## src/rtl/mips_wb_pkg.sv

```systemverilog
// mips_wb_pkg: shared encodings for the MIPS MEM/WB write-back slice.
//   wb_sel_t  - write-back source select (ALU, LOAD, LINK; code 3 aliases ALU)
//   ld_type_t - load width/extension type (codes 5-7 behave as LW)
package mips_wb_pkg;

  typedef logic [1:0] wb_sel_t;
  typedef logic [2:0] ld_type_t;

  localparam wb_sel_t WB_SEL_ALU  = 2'd0;
  localparam wb_sel_t WB_SEL_LOAD = 2'd1;
  localparam wb_sel_t WB_SEL_LINK = 2'd2;

  localparam ld_type_t LD_LW  = 3'd0;
  localparam ld_type_t LD_LB  = 3'd1;
  localparam ld_type_t LD_LBU = 3'd2;
  localparam ld_type_t LD_LH  = 3'd3;
  localparam ld_type_t LD_LHU = 3'd4;

endpackage

```

## src/rtl/load_extend.sv

```systemverilog
// load_extend: combinational sub-word selection and sign/zero extension of a loaded word.
// Ports:
//   data     in   DATA_W  raw memory word
//   loadType in   3       LW/LB/LBU/LH/LHU (5-7 treated as LW)
//   byteOff  in   2       address[1:0]; big-endian byte numbering
//   extended out  DATA_W  value to write back
module load_extend
  import mips_wb_pkg::*;
#(
  parameter int unsigned DATA_W = 32
) (
  input  logic [DATA_W-1:0] data,
  input  ld_type_t          loadType,
  input  logic [1:0]        byteOff,
  output logic [DATA_W-1:0] extended
);

  logic [7:0]  byteSel;
  logic [15:0] halfSel;

  // Big-endian: offset 0 is the most significant byte of the word.
  always_comb begin
    byteSel = '0;
    unique case (byteOff)
      2'd0: byteSel = data[DATA_W-1  -: 8];
      2'd1: byteSel = data[DATA_W-9  -: 8];
      2'd2: byteSel = data[DATA_W-17 -: 8];
      2'd3: byteSel = data[DATA_W-25 -: 8];
      default: byteSel = '0;
    endcase
  end

  // Only byteOff[1] chooses the half; byteOff[0] is don't-care.
  assign halfSel = byteOff[1] ? data[DATA_W-17 -: 16] : data[DATA_W-1 -: 16];

  always_comb begin
    extended = data;
    case (loadType)
      LD_LB:   extended = {{(DATA_W-8){byteSel[7]}}, byteSel};
      LD_LBU:  extended = {{(DATA_W-8){1'b0}}, byteSel};
      LD_LH:   extended = {{(DATA_W-16){halfSel[15]}}, halfSel};
      LD_LHU:  extended = {{(DATA_W-16){1'b0}}, halfSel};
      default: extended = data;
    endcase
  end

endmodule

```

## src/rtl/writeback_stage.sv

```systemverilog
// writeback_stage: MEM/WB pipeline register, write-back source mux and retire counter.
// Optional feature macro: WB_BYPASS_EN adds a one-entry history of the last register write
// (Hist_* ports) for ID-stage read-after-write forwarding.
// Ports:
//   Clk, Reset           clock; synchronous active-high reset
//   Stall, Flush         hold / bubble the MEM/WB register (Flush wins)
//   MEM_*                MEM-stage results captured on each loading edge
//   WB_RegWrite/WriteReg/WriteData  register-file write port
//   RetireCount          retired instruction count (wraps silently)
//   Hist_Valid/Reg/Data  previous write-port values [WB_BYPASS_EN only]
module writeback_stage
  import mips_wb_pkg::*;
#(
  parameter int unsigned DATA_W    = 32,  // multiple of 16
  parameter int unsigned REGADDR_W = 5,
  parameter int unsigned CNT_W     = 32
) (
  input  logic                 Clk,
  input  logic                 Reset,
  input  logic                 Stall,
  input  logic                 Flush,
  input  logic                 MEM_Valid,
  input  logic                 MEM_RegWrite,
  input  logic [REGADDR_W-1:0] MEM_WriteReg,
  input  wb_sel_t              MEM_WBSel,
  input  ld_type_t             MEM_LoadType,
  input  logic [1:0]           MEM_ByteOff,
  input  logic [DATA_W-1:0]    MEM_ALUResult,
  input  logic [DATA_W-1:0]    MEM_LoadData,
  input  logic [DATA_W-1:0]    MEM_LinkPC,
  output logic                 WB_RegWrite,
  output logic [REGADDR_W-1:0] WB_WriteReg,
  output logic [DATA_W-1:0]    WB_WriteData,
  output logic [CNT_W-1:0]     RetireCount
`ifdef WB_BYPASS_EN
  ,
  output logic                 Hist_Valid,
  output logic [REGADDR_W-1:0] Hist_Reg,
  output logic [DATA_W-1:0]    Hist_Data
`endif
);

  logic                 validQ;
  logic                 regWriteQ;
  logic [REGADDR_W-1:0] writeRegQ;
  wb_sel_t              wbSelQ;
  ld_type_t             loadTypeQ;
  logic [1:0]           byteOffQ;
  logic [DATA_W-1:0]    aluResultQ;
  logic [DATA_W-1:0]    loadDataQ;
  logic [DATA_W-1:0]    linkPcQ;
  logic [CNT_W-1:0]     retireCountQ;
  logic [DATA_W-1:0]    loadExt;

  always_ff @(posedge Clk) begin
    if (Reset) begin
      validQ       <= 1'b0;
      regWriteQ    <= 1'b0;
      writeRegQ    <= '0;
      wbSelQ       <= WB_SEL_ALU;
      loadTypeQ    <= LD_LW;
      byteOffQ     <= '0;
      aluResultQ   <= '0;
      loadDataQ    <= '0;
      linkPcQ      <= '0;
      retireCountQ <= '0;
    end else if (Flush) begin
      // Bubble: every field zeroed so write data reads as 0, not stale values.
      validQ     <= 1'b0;
      regWriteQ  <= 1'b0;
      writeRegQ  <= '0;
      wbSelQ     <= WB_SEL_ALU;
      loadTypeQ  <= LD_LW;
      byteOffQ   <= '0;
      aluResultQ <= '0;
      loadDataQ  <= '0;
      linkPcQ    <= '0;
    end else if (!Stall) begin
      validQ     <= MEM_Valid;
      regWriteQ  <= MEM_RegWrite;
      writeRegQ  <= MEM_WriteReg;
      wbSelQ     <= MEM_WBSel;
      loadTypeQ  <= MEM_LoadType;
      byteOffQ   <= MEM_ByteOff;
      aluResultQ <= MEM_ALUResult;
      loadDataQ  <= MEM_LoadData;
      linkPcQ    <= MEM_LinkPC;
      if (MEM_Valid) begin
        retireCountQ <= retireCountQ + CNT_W'(1);
      end
    end
  end

  load_extend #(
    .DATA_W (DATA_W)
  ) u_load_extend (
    .data     (loadDataQ),
    .loadType (loadTypeQ),
    .byteOff  (byteOffQ),
    .extended (loadExt)
  );

  always_comb begin
    WB_WriteData = aluResultQ;
    case (wbSelQ)
      WB_SEL_LOAD: WB_WriteData = loadExt;
      WB_SEL_LINK: WB_WriteData = linkPcQ;
      default:     WB_WriteData = aluResultQ;
    endcase
  end

  // Writes to $0 never reach the register file.
  assign WB_RegWrite = validQ & regWriteQ & (writeRegQ != '0);
  assign WB_WriteReg = writeRegQ;
  assign RetireCount = retireCountQ;

`ifdef WB_BYPASS_EN
  logic                 histValidQ;
  logic [REGADDR_W-1:0] histRegQ;
  logic [DATA_W-1:0]    histDataQ;

  // Flush overrides Stall, so a flushing edge still retires the current write into history.
  always_ff @(posedge Clk) begin
    if (Reset) begin
      histValidQ <= 1'b0;
      histRegQ   <= '0;
      histDataQ  <= '0;
    end else if (Flush || !Stall) begin
      histValidQ <= WB_RegWrite;
      histRegQ   <= WB_WriteReg;
      histDataQ  <= WB_WriteData;
    end
  end

  assign Hist_Valid = histValidQ;
  assign Hist_Reg   = histRegQ;
  assign Hist_Data  = histDataQ;
`endif

endmodule

```

## config.mk

```make
export PLATFORM = sky130hd
export DESIGN_NAME = writeback_stage
export DESIGN_NICKNAME = d
export VERILOG_FILES = /design/src/rtl/mips_wb_pkg.sv /design/src/rtl/load_extend.sv /design/src/rtl/writeback_stage.sv
export SDC_FILE = /design/constraint.sdc
export NUM_CORES = 1
export LEC_CHECK = 0
export ABC_AREA = 1
export CORE_ASPECT_RATIO = 0.7
export CORE_MARGIN = 2
export CORE_UTILIZATION = 55
export CTS_BUF_LIST = sky130_fd_sc_hd__clkbuf_2
export DETAILED_ROUTE_END_ITERATION = 10
export GPL_TIMING_DRIVEN = 0
export HOLD_SLACK_MARGIN = 0.15
export PLACE_DENSITY = 0.89
export SKIP_CTS_REPAIR_TIMING = 1
export SYNTH_ARGS = -nofsm -noshare
export SYNTH_HDL_FRONTEND = slang
export SYNTH_SLANG_ARGS = --single-unit
export TNS_END_PERCENT = 5
```

## constraint.sdc

```tcl
create_clock -name Clk -period 4.27 [get_ports Clk]
set_input_delay 0.854 -clock Clk [delete_from_list [all_inputs] [get_ports Clk]]
set_output_delay 0.854 -clock Clk [all_outputs]
set_load 0.02 [all_outputs]
```

==> results of run 1 <==
metal layers:
metal	global-route usage	up-vias	routed length, um
met1	0.506	3624	10600
met3	0.123	79	3490
met4	0.113	0	709
met5	0	-	0
met2	0.491	527	9710
li1	-	3901	-
worst max-delay path, cell delays in order (launching register included):
cell and delay (ps):
dfxtp_1 390, inv_1 70, ha_1 290, clkbuf_1 180, inv_1 160, clkbuf_1 530, nor2_1 80, a21oi_1 220
clkdlybuf4s50_1 650
cell usage after synthesis, types with 3 or more instances:
cell type,n,area share
a211oi_1,36,0.038
a21oi_1,177,0.13
buf_1,3,0.0016
buf_2,15,0.011
clkbuf_1,41,0.022
dfxtp_1,142,0.40
ha_1,3,0.0053
inv_1,72,0.038
inv_2,4,0.0021
nand2_1,339,0.18
nand3_1,37,0.026
nand3_2,4,0.0057
nand4_1,9,0.0080
nor2_1,141,0.075
nor2_2,5,0.0044
nor3_1,4,0.0028
o21ai_0,19,0.013
or2_2,4,0.0035
xor2_1,6,0.0074
logic make-up (layout without fill, tap and decap cells):
kind of cell,Yosys count,count (layout),share of synthesized area
buffers and inverters,138,352,0.0782
adders and majority gates,3,3,0.00532
DFF,142,142,0.403
xor gates and xnor gates,6,6,0.00745
and+or+nand+nor,557,557,0.326
AOI/OAI and AO/OA,235,235,0.181
worst max-delay path by stage:
stage,end,cells after the start,startpoint
2_1_floorplan,WB_WriteData[0],7,wbSelQ[0]
3_3_place_gp,WB_WriteData[0],8,wbSelQ[0]
3_5_place_dp,WB_WriteData[0],8,wbSelQ[0]
4_1_cts,WB_WriteData[0],8,wbSelQ[0]
5_1_grt,WB_WriteData[26],8,wbSelQ[0]
6_report,WB_WriteData[11],8,wbSelQ[0]
cell type report:
type,count,area [um2],area share
plain buffers,62,268,0.0287
clock buffers,17,85.1,0.00913
clock inverters,15,155,0.0166
inverters,76,285,0.0306
multi-input cells,801,3660,0.393
flip-flops and latches,142,2840,0.305
well taps,162,203,0.0217
repair buffers,182,1820,0.195
stage by stage:
stage,worst slack [ps],total power [mW],util
4_1_cts,68.1,2.71,0.748
3_5_place_dp,937,1.94,0.728
2_1_floorplan,1850,1.68,-
3_3_place_gp,963,1.94,0.728
6_report,77.9,2.72,0.748
5_1_grt,-8.82,2.82,0.748
layout by cell type, fill, tap and decap left out, types with 2 or more instances in the layout:
cell | Yosys | final
a211oi_1 | 36 | 36
a21oi_1 | 177 | 177
and2_1 | 2 | 2
buf_1 | 3 | 3
buf_2 | 15 | 15
buf_4 | 2 | 2
clkbuf_1 | 41 | 40
clkbuf_2 | 0 | 18
clkdlybuf4s50_1 | 0 | 182
clkinv_4 | 0 | 4
clkinv_8 | 0 | 2
clkinvlp_4 | 0 | 3
dfxtp_1 | 142 | 142
ha_1 | 3 | 3
inv_1 | 72 | 72
inv_2 | 4 | 4
inv_8 | 0 | 5
nand2_1 | 339 | 339
nand2_2 | 2 | 2
nand3_1 | 37 | 37
nand3_2 | 4 | 4
nand4_1 | 9 | 9
nor2_1 | 141 | 141
nor2_2 | 5 | 5
nor2_4 | 2 | 2
nor3_1 | 4 | 4
nor3b_1 | 2 | 2
o21ai_0 | 19 | 19
o21bai_1 | 2 | 2
or2_2 | 4 | 4
xor2_1 | 6 | 6
power by group:
part           leakage [nW]  total [mW]  internal [mW]  switching (mW)
logic                  2.16       0.542          0.235           0.307
clock network         0.136       0.790          0.187           0.603
registers              1.16        1.39           1.37          0.0236
total                  3.45        2.72           1.79           0.934
flip-flops by register name, indices dropped and copies added, names as in the netlist:
register and flops:
RetireCount 32, WB_WriteReg 5, aluResultQ 32, byteOffQ 2, linkPcQ 32, loadDataQ 32
loadTypeQ 3, regWriteQ 1, validQ 1, wbSelQ 2
==> impl_metrics.prom, run 1 <==
# TYPE chip_impl_metric gauge
chip_impl_info{name="run_status",value="finished, final reports clean"} 1
chip_impl_metric{name="drt_first_pass_iters",unit=""} 7
chip_impl_metric{name="floorplan.die.width",unit="um"} 139
chip_impl_metric{name="synth.lib_cells_used.distinct",unit=""} 33
chip_impl_metric{name="worst_hold_path.num_cells",unit=""} 2
chip_impl_metric{name="synthArstFlopShare",unit=""} 0
chip_impl_metric{name="post_synth_edffs",unit=""} 0
chip_impl_metric{name="layout.cells.non_filler",unit=""} 1457
chip_impl_metric{name="placeableCoreArea",unit="mm2"} 0.0125
chip_impl_metric{name="grt-ovfl-total",unit=""} 0
chip_impl_metric{name="flow.area_growth_from_synthesis",unit="%"} 32.1
chip_impl_metric{name="ant_nets",unit=""} 0
chip_impl_metric{name="synth_fp_nets",unit=""} 1198
chip_impl_metric{name="power.density_cell_area",unit="mW/mm2"} 292
chip_impl_metric{name="final.setup.tns",unit="ps"} 0
chip_impl_metric{name="cts_htree_levels",unit=""} 4
chip_impl_info{name="min_to",value="RetireCount[14]"} 1
chip_impl_metric{name="crit_required",unit="ps"} 3420
chip_impl_metric{name="drt_wl_total",unit="mm"} 24.6
chip_impl_metric{name="grt_max_degree",unit=""} 17
chip_impl_metric{name="drt_drc_violations_left",unit=""} 0
chip_impl_metric{name="final.hold.worst_slack",unit="ps"} 344
chip_impl_metric{name="max_clock_buf_depth",unit=""} 2
chip_impl_metric{name="fin_skew",unit="ps"} 28.1
chip_impl_metric{name="first_iteration_detailed_routing_drc_count",unit=""} 898
chip_impl_metric{name="cp_data_arrival_time",unit="ps"} 3340
chip_impl_metric{name="dpl.hpwl",unit="mm"} 18.8
chip_impl_metric{name="grt_antenna_before_repair",unit=""} 0
chip_impl_info{name="tritoncts",value="built"} 1
chip_impl_metric{name="stdcell_area",unit="mm2"} 0.00932
chip_impl_info{name="sort_of_element_at_the_end_of_the_critical_path",value="primary output"} 1
chip_impl_metric{name="place.port_buffers",unit=""} 182
chip_impl_info{name="timing_worst_setup_path_type",value="register to primary output"} 1
chip_impl_metric{name="worst_reg2reg_path_depth",unit=""} 7
chip_impl_metric{name="initial_standard_cell_utilization_of_the_core",unit=""} 0.566
chip_impl_info{name="worstHoldStart",value="Reset"} 1
chip_impl_metric{name="syn-cell-area",unit="mm2"} 0.00706
chip_impl_metric{name="register_clock_pin_slew_on_the_reported_worst_setup_and_hold_paths",unit="ps"} 270
chip_impl_metric{name="crit_path_max_fanout",unit=""} 10
chip_impl_metric{name="max-slew-margin-rel",unit=""} 0.532
chip_impl_metric{name="clk_latency",unit="ps"} 770
chip_impl_metric{name="hold_viol",unit=""} 0
chip_impl_metric{name="gr-usage-all-layers",unit=""} 0.351
chip_impl_metric{name="seq_area_frac_synth",unit=""} 0.403
chip_impl_metric{name="dp_cells",unit=""} 1425
chip_impl_metric{name="cts_made_buffers",unit=""} 17
chip_impl_metric{name="via_count",unit=""} 8131
chip_impl_metric{name="chipHeight",unit="um"} 98.8
chip_impl_info{name="cts_root_buf",value="clkbuf_2"} 1
chip_impl_metric{name="n_fill_cell",unit=""} 1032
chip_impl_metric{name="nets",unit=""} 1399
chip_impl_metric{name="final_max_slew_viol_count",unit=""} 0
chip_impl_info{name="hold_path.class",value="input port to register"} 1
chip_impl_metric{name="global_route_wire_length_before_repair",unit="mm"} 38.0
chip_impl_metric{name="diodes",unit=""} 0
chip_impl_info{name="worst_flop_to_flop_path_startpoint",value="RetireCount[14]"} 1
chip_impl_metric{name="layout-drive-gt1-share",unit=""} 0.0587
chip_impl_info{name="worstReg2RegEnd",value="RetireCount[27]"} 1
chip_impl_metric{name="rows",unit=""} 34
chip_impl_metric{name="rrSetupSlack",unit="ps"} 2260
chip_impl_metric{name="report.final.setup_viol",unit=""} 0
chip_impl_metric{name="synth_area_per_cell",unit="um2"} 6.53
chip_impl_metric{name="io_pins",unit=""} 184
chip_impl_metric{name="post_drt_via_cell_ratio",unit=""} 5.58
chip_impl_metric{name="vdd_ir_drop_max",unit="V"} 0.000256
chip_impl_metric{name="clkSinkCount",unit=""} 142
chip_impl_info{name="setup.worst_path.start_class",value="register"} 1
chip_impl_info{name="synthFlopType",value="dfxtp_1"} 1
chip_impl_metric{name="syn_inst",unit=""} 1081
chip_impl_metric{name="timing.final.crit_share",unit=""} 0.982
chip_impl_metric{name="ys.warnings.count",unit=""} 0
chip_impl_metric{name="cap_violations",unit=""} 0
chip_impl_metric{name="die_area",unit="mm2"} 0.0138
chip_impl_metric{name="max_slew.worst_pin.slew",unit="ps"} 702
chip_impl_metric{name="cell_area_reported_after_detailed_placement",unit="mm2"} 0.00908
chip_impl_metric{name="total_leakage_power",unit="nW"} 3.45
chip_impl_metric{name="route.detailed.wl_per_inst",unit="um"} 16.9
chip_impl_metric{name="achievable-frequency",unit="GHz"} 0.239
chip_impl_metric{name="gpl.final_weighted_congestion",unit=""} 0.952
chip_impl_metric{name="first_global_vias",unit=""} 7391
chip_impl_metric{name="yosys_register_bits",unit=""} 142
chip_impl_metric{name="finalCriticalPeriod",unit="ps"} 4190
No activity file was read; power rests on OpenSTA's default activity.
==> run 2: changes to the inputs <==
--- a/config.mk
+++ b/config.mk
@@ -12,7 +12,6 @@
 export CTS_BUF_LIST = sky130_fd_sc_hd__clkbuf_2
 export DETAILED_ROUTE_END_ITERATION = 10
 export GPL_TIMING_DRIVEN = 0
-export HOLD_SLACK_MARGIN = 0.15
 export PLACE_DENSITY = 0.89
 export SKIP_CTS_REPAIR_TIMING = 1
 export SYNTH_ARGS = -nofsm -noshare
==> results of run 2 <==
No change in the layout: final DEF, timing and power equal those of run 1.
